[config.mk]
export PLATFORM = sky130hd
export DESIGN_NAME = ack_nak_gen
export DESIGN_NICKNAME = d
export VERILOG_FILES = /design/src/rtl/dll_pkg.sv /design/src/rtl/ack_latency_timer.sv /design/src/rtl/ack_nak_gen.sv
export SDC_FILE = /design/constraint.sdc
export NUM_CORES = 1
export LEC_CHECK = 0
export CAP_MARGIN = 20
export CORE_AREA = 2 2 79 81
export DETAILED_ROUTE_END_ITERATION = 8
export DIE_AREA = 0 0 81 83
export GPL_ROUTABILITY_DRIVEN = 0
export PLACE_DENSITY = 0.74
export SYNTH_ARGS = -nofsm -noshare
export SYNTH_HDL_FRONTEND = slang
export SYNTH_SLANG_ARGS = --single-unit
export TNS_END_PERCENT = 100
[constraint.sdc]
create_clock -name clk -period 3.77 [get_ports clk]
set_input_delay 0.754 -clock clk [delete_from_list [all_inputs] [get_ports clk]]
set_output_delay 0.754 -clock clk [all_outputs]
set_load 0.01 [all_outputs]
[src/rtl/dll_pkg.sv]
// rtl/dll_pkg.sv - shared data link layer types and sequence-number helpers
package dll_pkg;

  localparam int SEQ_W = 12;

  typedef enum logic [1:0] {
    AN_NONE = 2'b00,
    AN_ACK  = 2'b01,
    AN_NAK  = 2'b10
  } ack_nak_t;

  typedef enum logic [1:0] {
    IDLE,
    ACK_WAIT,
    SEND
  } state_t;

  // Duplicate when the TLP sits 1..half-window behind the expected number.
  function automatic logic seq_is_dup(input logic [SEQ_W-1:0] next,
                                      input logic [SEQ_W-1:0] seq);
    logic [SEQ_W-1:0] d;
    d = next - seq;
    return (d != '0) && (d <= {1'b1, {(SEQ_W-1){1'b0}}});
  endfunction

endpackage

[src/rtl/ack_latency_timer.sv]
// rtl/ack_latency_timer.sv - ACK latency counter with clear, enable and expire
module ack_latency_timer #(
  parameter int ACK_LATENCY = 64
) (
  input  logic clk,
  input  logic reset,
  input  logic clear,
  input  logic enable,
  output logic expire
);

  localparam int W = (ACK_LATENCY > 1) ? $clog2(ACK_LATENCY) : 1;
  localparam logic [W-1:0] LAST = W'(ACK_LATENCY - 1);

  logic [W-1:0] count;

  always_ff @(posedge clk or posedge reset) begin
    if (reset) begin
      count <= '0;
    end else if (clear) begin
      count <= '0;
    end else if (enable) begin
      count <= count + 1'b1;
    end
  end

  assign expire = enable && (count == LAST);

endmodule

[src/rtl/ack_nak_gen.sv]
// rtl/ack_nak_gen.sv - receive sequence checker and ACK/NAK DLLP scheduler
module ack_nak_gen
  import dll_pkg::*;
#(
  parameter int ACK_LATENCY  = 64,
  parameter int ACK_COALESCE = 4
) (
  input  logic             clk,
  input  logic             reset,
  input  logic             tlp_valid,
  input  logic [SEQ_W-1:0] tlp_seq,
  input  logic             tlp_lcrc_ok,
  output logic             tlp_accept,
  output logic             dllp_valid,
  input  logic             dllp_ready,
  output logic [1:0]       ack_nak,
  output logic [SEQ_W-1:0] ack_seq,
  output logic [SEQ_W-1:0] next_rcv_seq
);

  localparam int PW = $clog2(ACK_COALESCE + 1);
  localparam logic [PW-1:0] PEND_MAX = PW'(ACK_COALESCE);

  state_t         state, state_nx;
  ack_nak_t       kind, load_kind;
  logic [PW-1:0]  pending, pending_nx;
  logic           nak_scheduled;
  logic           nak_latched, nak_latched_nx;
  logic           ack_latched, ack_latched_nx;
  logic           accept_now, dup_now, nak_now;
  logic           load, timer_expire;

  always_comb begin
    accept_now = tlp_valid && tlp_lcrc_ok && (tlp_seq == next_rcv_seq);
    dup_now    = tlp_valid && tlp_lcrc_ok && seq_is_dup(next_rcv_seq, tlp_seq);
    nak_now    = tlp_valid && !accept_now && !dup_now && !nak_scheduled;
  end

  always_comb begin
    state_nx       = state;
    load           = 1'b0;
    load_kind      = AN_ACK;
    pending_nx     = pending;
    nak_latched_nx = nak_latched;
    ack_latched_nx = ack_latched;
    case (state)
      IDLE, ACK_WAIT: begin
        if (nak_now) begin
          load      = 1'b1;
          load_kind = AN_NAK;
        end else if (dup_now ||
                     (state == ACK_WAIT && (timer_expire || pending == PEND_MAX))) begin
          load = 1'b1;
        end else if (accept_now) begin
          state_nx = ACK_WAIT;
        end
      end
      SEND: begin
        if (dllp_ready) begin
          if (nak_latched || nak_now) begin
            load      = 1'b1;
            load_kind = AN_NAK;
          end else if (ack_latched || dup_now) begin
            load = 1'b1;
          end else begin
            state_nx = IDLE;
          end
        end else begin
          // The loaded payload is frozen; later events wait their turn.
          nak_latched_nx = nak_latched || nak_now;
          ack_latched_nx = ack_latched || dup_now;
        end
      end
      default: state_nx = IDLE;
    endcase

    // A NAK acknowledges everything before it, so it also retires a latched ACK.
    if (load) begin
      state_nx       = SEND;
      pending_nx     = '0;
      nak_latched_nx = 1'b0;
      ack_latched_nx = 1'b0;
    end
    if (accept_now && pending_nx != PEND_MAX) begin
      pending_nx = pending_nx + 1'b1;
    end
    if (state == SEND && dllp_ready && !load && pending_nx != '0) begin
      state_nx = ACK_WAIT;
    end
  end

  always_ff @(posedge clk or posedge reset) begin
    if (reset) begin
      state         <= IDLE;
      kind          <= AN_NONE;
      pending       <= '0;
      nak_scheduled <= 1'b0;
      nak_latched   <= 1'b0;
      ack_latched   <= 1'b0;
      tlp_accept    <= 1'b0;
      next_rcv_seq  <= '0;
      ack_seq       <= '0;
    end else begin
      state       <= state_nx;
      pending     <= pending_nx;
      nak_latched <= nak_latched_nx;
      ack_latched <= ack_latched_nx;
      tlp_accept  <= accept_now;
      if (accept_now) begin
        next_rcv_seq  <= next_rcv_seq + 1'b1;
        nak_scheduled <= 1'b0;
      end else if (nak_now) begin
        nak_scheduled <= 1'b1;
      end
      if (load) begin
        kind    <= load_kind;
        ack_seq <= next_rcv_seq - 1'b1;
      end
    end
  end

  ack_latency_timer #(.ACK_LATENCY(ACK_LATENCY)) u_timer (
    .clk    (clk),
    .reset  (reset),
    .clear  (load || state != ACK_WAIT),
    .enable (state == ACK_WAIT),
    .expire (timer_expire)
  );

  assign dllp_valid = (state == SEND);
  assign ack_nak    = dllp_valid ? kind : AN_NONE;

endmodule
; ---- Word-level counts from Yosys, hierarchy flattened
; Index checks and enable logic that the tools add are counted.
[op_classes]
n_addsub = 5
order_cmp = 1
eq_ne = 14
muxes = 32
reduce_logical = 31
[op_table]
columns = cell, count
row1 = 2-to-1 mux 2 bit, 12
row2 = logical AND 1 bit, 13
row3 = 2-to-1 mux 1 bit, 13
row4 = adder 12 x 1 -> 12 bit (second input constant), 1
row5 = equality test 12 bit, 1
row6 = less-or-equal comparator 12 bit (second input constant), 1
row7 = 2-to-1 mux 6 bit, 2
row8 = != test 4 bit (second input constant), 3
row9 = nonzero test 12 bit, 1
row10 = subtractor 12 x 1 -> 12 bit (second input constant), 1
row11 = subtractor 12 bit, 1
row12 = != test 4 x 3 -> 1 bit (second input constant), 2
row13 = case mux 2 bit (2 select lines), 2
row14 = adder 6 x 1 -> 6 bit (second input constant), 1
row15 = equality test 6 bit (second input constant), 1
row16 = 2-to-1 mux 3 bit, 2
row17 = AND reduction 6 bit, 1
row18 = nonzero test 2 bit, 3
row19 = logical OR 1 bit, 5
row20 = logical NOT 1 bit, 4
row21 = != test 2 x 1 -> 1 bit (second input constant), 2
row22 = != test 4 x 1 -> 1 bit (second input constant), 1
row23 = adder 3 x 1 -> 3 bit (second input constant), 1
row24 = equality test 3 bit (second input constant), 1
row25 = 8 further kinds, 8
[word_totals]
regBits = 41
inputBits = 17
out_inout_bits = 28
elab_cells = 93

; ---- Depth between registers and ports, before layout
; Gate-level depths: netlist of the first run.
[logic_depth]
ltp_word = 19
mapped_depth = 20

; ---- Cells and area by module
; A second synthesis of the first run with hierarchy kept.
[unflattened]
cells_unflattened = 326
area_unflattened_um2 = 2834.0
[by_module_without_submodules]
columns = mod, instances, cells_per_inst, area_per_inst_um2, seq_area_each_um2
row1 = ack_nak_gen, 1, 297, 2548.7, 875.8
row2 = ack_latency_timer, 1, 29, 285.3, 150.1

; ---- Worst setup path before layout of the first run
; No wires, ideal clock.
[synth_path]
path_type = in2reg
start = input port tlp_seq[1]
end = register state[0]
arrival_ns = 3.933
required_time_ns = 3.627
path_slack_ns = -0.307
stages = 19
cell_sequence = inv_1 > ha_1 > nor2b_2 > o31a_1 > a21oi_1 > nor2_1 > mux2_4 > and3_2 > or3b_4 > a211oi_2 > and2_2 > inv_1 > ha_1 > nand2_1 > nand2_1 > o21ai_0 > o211ai_1 > o21ai_0 > a31oi_1
[synth_between]
elab_chain_cells = 19
[synth_lines]
columns = item, line
row1 = start: declaration, ack_nak_gen.sv:11  ; input logic [SEQ_W-1:0] tlp_seq,
row2 = branches (longest 19 deep; another with subtractor 12 bit), --
row3 = end signal: assignment, ack_nak_gen.sv:104  ; state <= state_nx;
row4 = end: declaration, ack_nak_gen.sv:24  ; state_t state, state_nx;
; Parallel ways; which one is timed is not known.
; A chain may end at the register's enable or synchronous reset.

; ---- Final worst setup path of the first run
[layout_path]
start = input port tlp_seq[10]
end = register state[0]
; The elaborated chain is that of the path after synthesis.

==> results of run 1 <==
[routing by layer]
metal | up-vias | routed length, µm | track usage (%)
met3 | 13 | 300 | 5.217
met4 | 0 | 147 | 5.085
met1 | 1202 | 3031 | 27.97
met2 | 65 | 3729 | 37.42
li1 | 1225 | - | -
met5 | - | 0 | 0
[area by class of cell]
class / count / area (µm²) / area share (%)
clock buffers: 5 / 68.82 / 1.734
clock inverters: 3 / 17.52 / 0.4414
inverters: 26 / 105.1 / 2.648
multi-input cells: 222 / 1810 / 45.62
flip-flops and latches: 41 / 1026 / 25.85
well taps: 75 / 93.84 / 2.364
repair buffers: 97 / 847.1 / 21.34
[cell usage in the layout, fill, tap and decap left out, types with 6 or more instances in the layout]
| cell | netlist | layout |
|---|---|---|
| inv_2 | 0 | 9 |
| dfrtp_1 | 41 | 41 |
| nand4_1 | 6 | 6 |
| nor3_1 | 6 | 6 |
| a21oi_1 | 22 | 17 |
| nand3_1 | 8 | 7 |
| inv_1 | 26 | 16 |
| a21o_1 | 7 | 7 |
| buf_4 | 1 | 50 |
| nor2_1 | 29 | 28 |
| xnor2_1 | 19 | 18 |
| xor2_1 | 10 | 10 |
| clkdlybuf4s50_1 | 0 | 34 |
| nand2_1 | 20 | 17 |
| ha_4 | 0 | 12 |
[worst register-to-register path, stage by stage, from the launching register on]
cell	delay (ns)
dfrtp_1	0.43
ha_4	0.26
xor2_1	0.14
or3_4	0.36
o221ai_2	0.18
o2111ai_2	0.18
nor4_4	0.39
a21oi_4	0.09
or3b_4	0.40
a211oi_4	0.31
and2_4	0.22
ha_1	0.14
nand2_1	0.09
o21ai_1	0.19
o211ai_1	0.13
o21ai_1	0.14
a31oi_1	0.09
[report_power, final]
group / leakage, µW / total, µW / internal [µW] / switching, µW
clock network: 0.0000439 / 284 / 128 / 156
logic: 0.00123 / 347 / 192 / 155
registers: 0.000513 / 525 / 495 / 30.4
[logic make-up after synthesis]
kind of cell    synth area share, %
mux                           2.391
xor+xnor                      9.333
buf+inv                       6.758
fa+ha+maj                     7.356
flops                         37.70
simple gates                  21.38
compound gates                15.08
[repair_timing]
| action | CTS | global route |
|---|---|---|
| gates cloned | 0 | 0 |
| hold buffers | 0 | 0 |
| resized for setup | 45 | 22 |
| pin swaps | 30 | 19 |
| setup endpoints to repair | 18 | 4 |
| buffers inserted | 8 | 3 |
[final timing paths]
kind	slack, ns	end	cells past startpoint	start
max in group asynchronous	2.52	state[0]	3	reset
worst min-delay path	0.51	kind[0]	1	kind[0]
min in group asynchronous	0.89	ack_seq[8]	3	reset
worst min register to register	0.51	kind[0]	1	kind[0]
worst max-delay path	-0.23	state[0]	18	tlp_seq[10]
worst max register to register	-0.11	state[0]	16	next_rcv_seq[5]
[flip-flops by register name, indices dropped and copies added, names as in the netlist, 2 cells and up]
name and cells:
ack_seq 12, kind 2, next_rcv_seq 12, pending 3, state 2, u_timer.count 6
[metrics by stage]
| step | setup TNS, ns | utilization, % | worst slack, ns | hold WS (ns) |
|---|---|---|---|---|
| 2_1_floorplan | -0.07749 | - | -0.07749 | 0.4556 |
| 3_3_place_gp | -8.398 | 61.88 | -0.7247 | 0.4712 |
| 3_5_place_dp | -9.652 | 61.88 | -0.8273 | 0.4931 |
| 4_1_cts | 0 | 66.54 | 0.008477 | 0.5115 |
| 5_1_grt | -0.8358 | 68.24 | -0.3800 | 0.5275 |
| 6_report | -0.4192 | 68.24 | -0.2331 | 0.5137 |
==> impl_metrics.ini, run 1 <==
[synth]
synthesis.area_um2 = 2721
netlist_instances = 301
synth.avg_cell_area_um2 = 9.041
synthTopCellsByArea = dfrtp_1 (38%), ha_1 (7.4%), xnor2_1 (6.1%)
synth_common_cells = dfrtp_1 (41), nor2_1 (29), inv_1 (26), a21oi_1 (22), nand2_1 (20)
synth_top_cell_by_area = dfrtp_1
ys_seq_area_share_pct = 37.70
netlist.area_leader.share_pct = 37.70
synth.most_common_cell = dfrtp_1
synth_edf_count = 0
synth_nets = 334
yosys_register_bits = 41
synthArstFlopShare_pct = 100.0
synth_warnings = 0
ys_types = 51
yosys_most_used_dff = dfrtp_1

[clocking]
cts_tree = done
cts-root-buf = clkbuf_8
htree_levels = 2
clock_latency_ns = 0.29
cts_buffers = 5
cts_sinks = 41
clkTransAtPathRegs_ns = 0.08
clockBufferDepth = 2

[job]
drv_cap = 0

[grt]
antenna_found_initial = 0
grt_pass1_vias = 2535
grt_start_max_net_pins = 42
grt_usage_pct = 22.01
grt_pass1_wl_um = 11740
gr-total-overflow = 0

[setup_path]
worstPathArrival_ns = 4.16
required_ns = 3.93
path_cells = clkdlybuf4s50_1, inv_1, ha_4, nand2b_1, a21oi_1, nor2_1, mux2i_1, nor4_4, and3_4, or3b_4, a211oi_4, and2_4, ha_1, nand2_1, o21ai_1, o211ai_1, o21ai_1, a31oi_1
slowest_stage = clkdlybuf4s50_1
critical-path-top-delay-family = simple AND/OR/NAND/NOR gates
critPathBufInv = 2
max_stage_delay_ns = 0.45
critical_path.endpoint_type = register
crit_top_cell = o21ai_1
cp-start-kind = input port
cp_max_fo = 6
path_class = in2reg

[detailed_routing]
vias = 2505
drt_iter0_drc = 107
drc_errors = 0
vias_per_cell = 5.341
wl_um = 7208
dr.pass1.iters = 4
wl_per_cell_um = 15.37
ant_nets = 0

[floorplan]
floorplan.initialDensity_pct = 46.79
ios = 45
fp.dieW_um = 81
core_um2 = 5816
rows = 28
die_h_um = 83
die-area_um2 = 6723

[status]
violations = negative setup slack
status = finished with violations

[timing]
drv_slew = 0
setup_slack_ns = -0.2331
hold_viol_final = 0
rsz0062_at_grt = yes
slew_headroom_pct = 65.10
setup_violations = 4
finalCritPeriodShare_pct = 106.2
fmax_mhz = 249.8
clock_skew_ns = 0.002927
period_needed_ns = 4.003
worst-slew-pin-transition_ns = 0.5235

[layout]
fin_cells = 469
nets = 426
areaGrowthSynthToFinish_pct = 45.84
drive_gt1_share_pct = 31.98
antenna_cells = 0
finalInstanceArea_um2 = 3969
fillers = 467

[placement]
dpl_cell_area_um2 = 3598
placedCellCount = 451
place.port_buffers = 44
post-dp-hpwl_um = 4869

[power]
power_uw = 1156
power_density_nw_per_um2 = 291.4
ir_worst_vdd_mv = 0.2685
power.static_leakage_uw = 0.001787

[min_path]
min_path_type = reg2reg
(Power assumes the default switching activity.)
==> inputs of run 2 (changes only) <==
MAX_ROUTING_LAYER = met4   (was default)
==> run 2 against run 1 <==
Net effect:
- final area stayed put
- register-to-register slack lost 0.03 ns
- count of clock-buffer cells in the layout unchanged
- critical path depth unchanged
- sequential share of layout area stayed put
- total power about the same
- highest routed layer unchanged
- utilization unchanged
- critical path type unchanged
- the flow still finishes with violations (negative setup slack)
- worst hold slack about the same
==> impl_metrics.ini, run 2 (synthesized netlist as in run 1, its figures left out) <==
[timing]
hold_viol_final = 0
clock_skew_ns = 0.003517
worst-slew-pin-transition_ns = 0.5233
fmax_mhz = 247.9
setup_violations = 4
setup_slack_ns = -0.2643
drv_slew = 0
rsz0062_at_grt = yes
finalCritPeriodShare_pct = 107.0
slew_headroom_pct = 65.11
period_needed_ns = 4.034

[setup_path]
critical_path.endpoint_type = register
path_cells = clkdlybuf4s50_1, inv_1, ha_4, nand2b_1, a21oi_1, nor2_1, mux2i_1, nor4_4, and3_4, or3b_4, a211oi_4, and2_4, ha_1, nand2_1, o21ai_1, o211ai_1, o21ai_1, a31oi_1
required_ns = 3.93
r2r_slack_ns = -0.14
max_stage_delay_ns = 0.45
critical-path-top-delay-family = simple AND/OR/NAND/NOR gates
cp-start-kind = input port
critPathBufInv = 2
slowest_stage = clkdlybuf4s50_1
crit_top_cell = o21ai_1
worstPathArrival_ns = 4.19
cp_max_fo = 6
path_class = in2reg

[placement]
place.port_buffers = 44
post-dp-hpwl_um = 4869
place_ws_ns = -0.8273

[status]
status = finished with violations
violations = negative setup slack

[floorplan]
ios = 45
floorplan.initialDensity_pct = 46.79
fp.dieW_um = 81
die-area_um2 = 6723
core_um2 = 5816
die_h_um = 83
rows = 28

[layout]
top_regs = ack_seq (12), next_rcv_seq (12), u_timer.count (6)
nets = 426
multi_input_area_um2 = 1810
final_common_cell = buf_4
antenna_cells = 0
fillers = 467
final-seq-area_um2 = 1026
drive_gt1_share_pct = 31.98
areaGrowthSynthToFinish_pct = 45.84
final_cell_mix = buf_4 (50), dfrtp_1 (41), clkdlybuf4s50_1 (34), nor2_1 (28), xnor2_1 (18)

[clocking]
ctsHoldBuffers = 0
cts_sinks = 41
clock_latency_ns = 0.29
cts_tree = done
htree_levels = 2
cts_buffers = 5
clkTransAtPathRegs_ns = 0.08
cts-root-buf = clkbuf_8
clockBufferDepth = 2

[grt]
grt_pass1_wl_um = 11750
grt_start_max_net_pins = 42
gr-total-overflow = 0
grt_usage_pct = 22.67
antenna_found_initial = 0
grt_pass1_vias = 2527

[power]
intPower_uw = 815.1
ir_worst_vdd_mv = 0.2684
p_switching_uw = 340.6
power_density_nw_per_um2 = 291.2
p_clk_share_pct = 24.5
swShare_pct = 29.47
p_seq_share_pct = 45.4
combPwrFrac_pct = 30.1
power.static_leakage_uw = 0.001787
power_uw = 1156

[min_path]
min_path_type = reg2reg

[detailed_routing]
vias = 2506
vias_per_cell = 5.343
ant_nets = 0
drt_iter0_drc = 104
wl_um = 7230
drc_errors = 0
dr.pass1.iters = 4
wl_per_cell_um = 15.42

[job]
drv_cap = 0
[run 2: cell counts in the layout (fill, tap and decap cells not counted)]
No cell type changed its count.
[run 2: what timing repair did]
item	4_1_cts	5_1_grt
gates resized for setup	45	22
endpoints found under the setup margin	18	4
pin swaps	30	19
hold endpoints to repair	0	0
buffers inserted	8	3
[run 2: metrics by stage]
step,instances,TNS [ns],hold slack [ns],utilization (%),area (µm²)
after floorplan,301,-0.07749,0.4556,-,2815
after global placement,451,-8.398,0.4712,61.88,3598
after detailed placement,451,-9.652,0.4931,61.88,3598
after CTS,467,0,0.5115,66.54,3870
after global routing,469,-0.8400,0.5275,68.24,3969
final,469,-0.4457,0.5134,68.24,3969
[run 2: final cells by class]
class	count	area share, %
flip-flops and latches	41	25.85
clock buffers	5	1.734
well taps	75	2.364
repair buffers	97	21.34
multi-input cells	222	45.62
inverters	26	2.648
clock inverters	3	0.4414
[run 2: power by group through the flow]
stage | clock [µW] | sequential (µW) | combinational, µW
6_report | 283 | 525 | 348
5_1_grt | 312 | 535 | 378
4_1_cts | 295 | 526 | 337
3_5_place_dp | 0 | 533 | 323
3_3_place_gp | 0 | 534 | 318
2_1_floorplan | 0 | 556 | 131
[run 2: path summary, 6_finish.rpt]
kind / from / end / cells after the start
worst max-delay path: tlp_seq[10] / state[0] / 18
worst min-delay path: kind[0] / kind[0] / 1
worst max register to register: next_rcv_seq[5] / state[0] / 16
worst min register to register: kind[0] / kind[0] / 1
max in group asynchronous: reset / nak_scheduled / 3
min in group asynchronous: reset / ack_seq[8] / 3
[run 2: layer usage]
layer  up-vias  global-route usage [%]  routed length [µm]
met5         -                       -                   0
met1      1206                   28.53                3124
met2        63                   37.34                3712
li1       1224                       -                   -
met3        13                   4.674                 241
met4         0                   5.085                 152
==> inputs of run 3 (changes only) <==
CORE_AREA = 2 2 74 76   (was 2 2 79 81)
DIE_AREA = 0 0 76 78   (was 0 0 81 83)
PLACE_DENSITY = 0.8   (was 0.74)
clock period = 4.7 ns   (was 3.77 ns; I/O delays follow)
==> run 3 against run 2 <==
Net effect:
- the flow now finishes without violations
- critical path depth increased by 2
- utilization decreased by 0.90 points
- sequential share of layout area increased by 4.4 points
- worst hold slack got worse by 0.016 ns
- non-clock buffer count decreased by 37
- global-route usage decreased by 0.24 points
- critical endpoint unchanged
- highest routed layer unchanged
==> impl_metrics.ini, run 3 (synthesized netlist as in run 1, its figures left out) <==
[detailed_routing]
drc_errors = 0
dr.pass1.iters = 4
vias_per_cell = 5.478
vias = 2339
wl_um = 6174
wl_per_cell_um = 14.46
ant_nets = 0
drt_iter0_drc = 95

[clocking]
htree_levels = 2
cts_tree = done
ctsHoldBuffers = 0
clock_latency_ns = 0.30
cts-root-buf = clkbuf_8
clockBufferDepth = 2
cts_buffers = 5
clkTransAtPathRegs_ns = 0.08
cts_sinks = 41

[power]
power_density_nw_per_um2 = 268.0
power.static_leakage_uw = 0.001584
p_clk_share_pct = 26.9
ir_worst_vdd_mv = 0.2735
swShare_pct = 28.61
combPwrFrac_pct = 26.6
p_seq_share_pct = 46.5
intPower_uw = 649.7
p_switching_uw = 260.4

[setup_path]
worstPathArrival_ns = 4.69
cp_max_fo = 4
critical_path.endpoint_type = register
cp-start-kind = input port
required_ns = 4.86
path_class = in2reg

[grt]
antenna_found_initial = 0
grt_pass1_vias = 2260
grt_usage_pct = 22.42
gr-total-overflow = 0
grt_pass1_wl_um = 10490
grt_start_max_net_pins = 42

[status]
status = completed

[layout]
final_common_cell = clkdlybuf4s50_1
nets = 389
final_core_utilization_pct = 67.34
drive_gt1_share_pct = 13.17
antenna_cells = 0
final_cell_mix = clkdlybuf4s50_1 (44), dfrtp_1 (41), nor2_1 (29), inv_1 (26), a21oi_1 (21)
top_regs = ack_seq (12), next_rcv_seq (12), u_timer.count (6)
final-seq-area_um2 = 1026
multi_input_area_um2 = 1528
fillers = 413
areaGrowthSynthToFinish_pct = 24.78

[timing]
drv_slew = 0
worst-slew-pin-transition_ns = 0.5234
setup_tns_ns = 0
whs_ns = 0.4975
finalCritPeriodShare_pct = 96.35
clock_skew_ns = 0.007087
fmax_mhz = 220.8
hold_viol_final = 0
rsz0062_at_grt = no
setup_violations = 0
period_needed_ns = 4.529
slew_headroom_pct = 65.11

[floorplan]
ios = 45
fp.dieW_um = 76
die-area_um2 = 5928
core_um2 = 5042
die_h_um = 78
floorplan.initialDensity_pct = 53.97
rows = 26

[placement]
post-dp-hpwl_um = 4586
place.port_buffers = 44

[min_path]
min_path_type = reg2reg

[job]
drv_cap = 0
[run 3: cell count changes in the layout (fill, tap and decap cells not counted), sizes merged]
cell           previous run  this run
clkdlybuf4s15             2         0
dlygate4sd2               5         0
clkbuf                    5         6
clkdlybuf4s50            34        44
buf                      56        16
clkinvlp                  1         0
[run 3: final cells by class]
| cell class | instances | area share, % |
|---|---|---|
| Sequential cell | 41 | 30.21 |
| Tap cell | 70 | 2.579 |
| Clock buffer | 6 | 2.432 |
| Multi-Input combinational cell | 222 | 44.99 |
| Timing Repair Buffer | 60 | 16.51 |
| Inverter | 26 | 2.874 |
| Clock inverter | 2 | 0.4053 |
[run 3: layer usage]
metal / track usage (%) / vias up / share of wire [%]
li1: - / 1152 / -
met3: 3.488 / 12 / 4.2
met2: 37.41 / 61 / 49
met4: 8.182 / 0 / 1.8
met1: 27.89 / 1114 / 45
met5: - / - / 0
[run 3: power by group through the flow]
| stage | combinational (µW) | clock (µW) | sequential, µW |
|---|---|---|---|
| finish | 242 | 245 | 423 |
| global route | 264 | 266 | 430 |
| CTS | 242 | 252 | 423 |
| detailed placement | 241 | 0 | 428 |
| global placement | 237 | 0 | 430 |
| floorplan | 101 | 0 | 446 |
[run 3: metrics by stage]
step	setup WS, ns	cell area (µm²)	total power, µW	std cells
2_1_floorplan	0.4374	2721	546.8	301
5_1_grt	0.003373	3396	959.7	427
3_3_place_gp	0.06767	3276	666.6	418
3_5_place_dp	-0.1033	3276	669.2	418
4_1_cts	0.2098	3372	917.2	426
6_report	0.1715	3396	910.2	427
[run 3: what timing repair did]
action / in CTS / in global routing
setup buffers: 0 / 1
endpoints found under the setup margin: 0 / 1
gates resized for setup: 0 / 7
[run 3: worst paths after layout]
| kind | startpoint | end | slack (ns) | cells after the start |
|---|---|---|---|---|
| max | tlp_seq[5] | state[0] | 0.17 | 20 |
| min reg2reg | nak_scheduled | nak_scheduled | 0.50 | 2 |
| max reg2reg | next_rcv_seq[5] | state[0] | 0.73 | 18 |
| min | nak_scheduled | nak_scheduled | 0.50 | 2 |
| min in group asynchronous | reset | ack_seq[8] | 1.07 | 3 |
| max in group asynchronous | reset | tlp_accept | 3.27 | 3 |
[run 3: critical path, cell delays in order]
cell             delay, ns
clkdlybuf4s50_1       0.45
inv_1                 0.04
ha_1                  0.32
xor2_1                0.17
or3_1                 0.30
o221ai_1              0.16
o2111ai_1             0.16
nor4_2                0.36
a21oi_2               0.10
or3b_4                0.41
a211oi_2              0.25
and2_2                0.18
inv_1                 0.04
ha_1                  0.21
nand2_1               0.10
nand2_2               0.10
o21ai_2               0.07
o211ai_1              0.09
o21ai_1               0.14
a31oi_1               0.09
==> RTL change (settings of run 3) <==
The 3 states of `state_t` get a one-hot encoding in 3 bits.
--- a/src/rtl/dll_pkg.sv
+++ b/src/rtl/dll_pkg.sv
@@ -10,8 +10,8 @@
   } ack_nak_t;
 
-  typedef enum logic [1:0] {
-    IDLE,
-    ACK_WAIT,
-    SEND
+  typedef enum logic [2:0] {
+    IDLE     = 3'b001,
+    ACK_WAIT = 3'b010,
+    SEND     = 3'b100
   } state_t;
 
Check against the original RTL: same outputs for any inputs over 10 cycles, from zero or initial values and one cycle with reset high; not proved beyond that.
==> RTL change against run 3 <==
Sequential share of layout area decreased by 2.7 points. Register-to-register slack got worse by 0.16 ns. Power decreased by 11%. Largest cell class unchanged. Sequential cell count increased by 1. Wire length increased by 13%. First-iteration DRC count increased by 71%. Count of clock-buffer cells in the layout decreased by 1. Core utilization increased by 8.6 points. Critical path type unchanged. Setup slack got worse by 0.015 ns. Fmax decreased by 0.33%. Area after synthesis increased by 1.1%. Cell area increased by 13%. Combinational power decreased by 24%. Global-route usage increased by 1.4 points.
==> RTL change: results (changes against run 3) <==
grt_max_degree: 43  # +2.4%
worstSetupStartpoint: "tlp_seq[10]"
data_arrival_time_at_the_worst_slack_endpoint_ns: 4.74  # +0.05 ns
final_net_count: 427  # +9.8%
placed_area_um2: 3510  # +7.1%
reg2reg_from: "next_rcv_seq[4]$_DFFE_PP0P_"
pre_cts_slack_ns: -0.398  # -0.295 ns
outcome: "finished, final reports clean"
detail_route.iter0.violations: 162  # +71%
endpoint: "state[1]$_DFFE_PP0P_"
timing.clock.skew_ns: 0.00711  # +0.0000266 ns
synth_sequential_area_ratio_pct: 38.3  # +0.56 points
vdd_ir_drop_max_v: 0.000188  # -31%
synth_cells: 315  # +4.7%
synth.net_count: 348  # +4.2%
gr-usage-all-layers_pct: 23.9  # +1.4 points
numPlacedInstances: 456  # +9.1%
number_of_global_route_vias_before_repair: 2465  # +9.1%
r2r_setup_slack_ns: 0.57  # -0.16 ns
finalWorstSetupSlack_ns: 0.157  # -0.0148 ns
worst_slew_margin_rel_pct: 56.7  # -8.4 points
routed_wirelength_um: 7010  # +13%
ff2ff_path_depth: 19  # +1
synth_commonest_cells: "sky130_fd_sc_hd__dfrtp_1, sky130_fd_sc_hd__nor2_1, sky130_fd_sc_hd__a21oi_1"
final_layout_size_suffix_gt1_share_pct: 23.6  # +10 points
-- RTL change: changes by cell type after synthesis, moves of 4 or more --
cell	delta
sky130_fd_sc_hd__a21oi_1	+4
sky130_fd_sc_hd__nand2b_1	+5
sky130_fd_sc_hd__nor2_2	+6
sky130_fd_sc_hd__nor2_1	+8
sky130_fd_sc_hd__nor3_2	-4
sky130_fd_sc_hd__nand3b_1	+4
sky130_fd_sc_hd__and2_1	+4
sky130_fd_sc_hd__o211ai_1	-4
-- RTL change: what timing repair did --
item                                    CTS  global route
resized for setup                         5            44
setup buffers                             0             3
endpoints found under the setup margin    1             2
gates cloned                              0             0
pin swaps                                 4            30
-- RTL change: cells by family after synthesis --
family	after synthesis	share of synthesized area (%)
buf+inv	33	5.05
simple gates	128	23.6
compound gates	66	16.2
flops	42	38.3
mux	2	0.728
xor+xnor	28	8.92
fa+ha+maj	16	7.28
-- RTL change: final cells by class --
cell class / instances / area [um^2]
inverters: 23 / 86.3
multi-input cells: 240 / 1780
repair buffers: 82 / 743
well taps: 70 / 87.6
fillers: 330 / 1210
clock inverters: 2 / 10.0
clock buffers: 5 / 68.8
flip-flops and latches: 42 / 1050
-- RTL change: worst max-delay path: cells and delay by family --
family | cells | cell delay (ns)
buffers and inverters | 4 | 0.64
adder cells (fa/ha/maj) | 2 | 0.58
AND/OR/NAND/NOR | 6 | 0.79
AO/OA/AOI/OAI | 6 | 1.64
XOR/XNOR | 1 | 0.16
-- RTL change: metal layers --
layer / track usage, % / part of all wire [%] / vias up / routed length, um
met4: 4.91 / 1.1 / 0 / 77
met2: 43.2 / 52 / 74 / 3620
met5: - / 0 / - / 0
met1: 28.1 / 43 / 1246 / 2980
met3: 4.19 / 4.7 / 9 / 329
li1: - / - / 1252 / -
-- RTL change: worst min-delay path by stage --
stage | from | endpoint | slack [ns] | depth (start not counted)
final | u_timer.count[0]$_DFFE_PP0P_ | u_timer.count[0]$_DFFE_PP0P_ | 0.48 | 1
after global routing | u_timer.count[0]$_DFFE_PP0P_ | u_timer.count[0]$_DFFE_PP0P_ | 0.50 | 1
after CTS | u_timer.count[0]$_DFFE_PP0P_ | u_timer.count[0]$_DFFE_PP0P_ | 0.48 | 1
after detailed placement | u_timer.count[0]$_DFFE_PP0P_ | u_timer.count[0]$_DFFE_PP0P_ | 0.47 | 1
after global placement | u_timer.count[0]$_DFFE_PP0P_ | u_timer.count[0]$_DFFE_PP0P_ | 0.46 | 1
after floorplan | u_timer.count[0]$_DFFE_PP0P_ | u_timer.count[0]$_DFFE_PP0P_ | 0.44 | 1
-- RTL change: where the power goes --
group	switching [uW]	internal (uW)	total, uW
combinational	85.3	99.0	184
sequential	16.7	388	405
clock	120	99.8	220
total	222	587	809
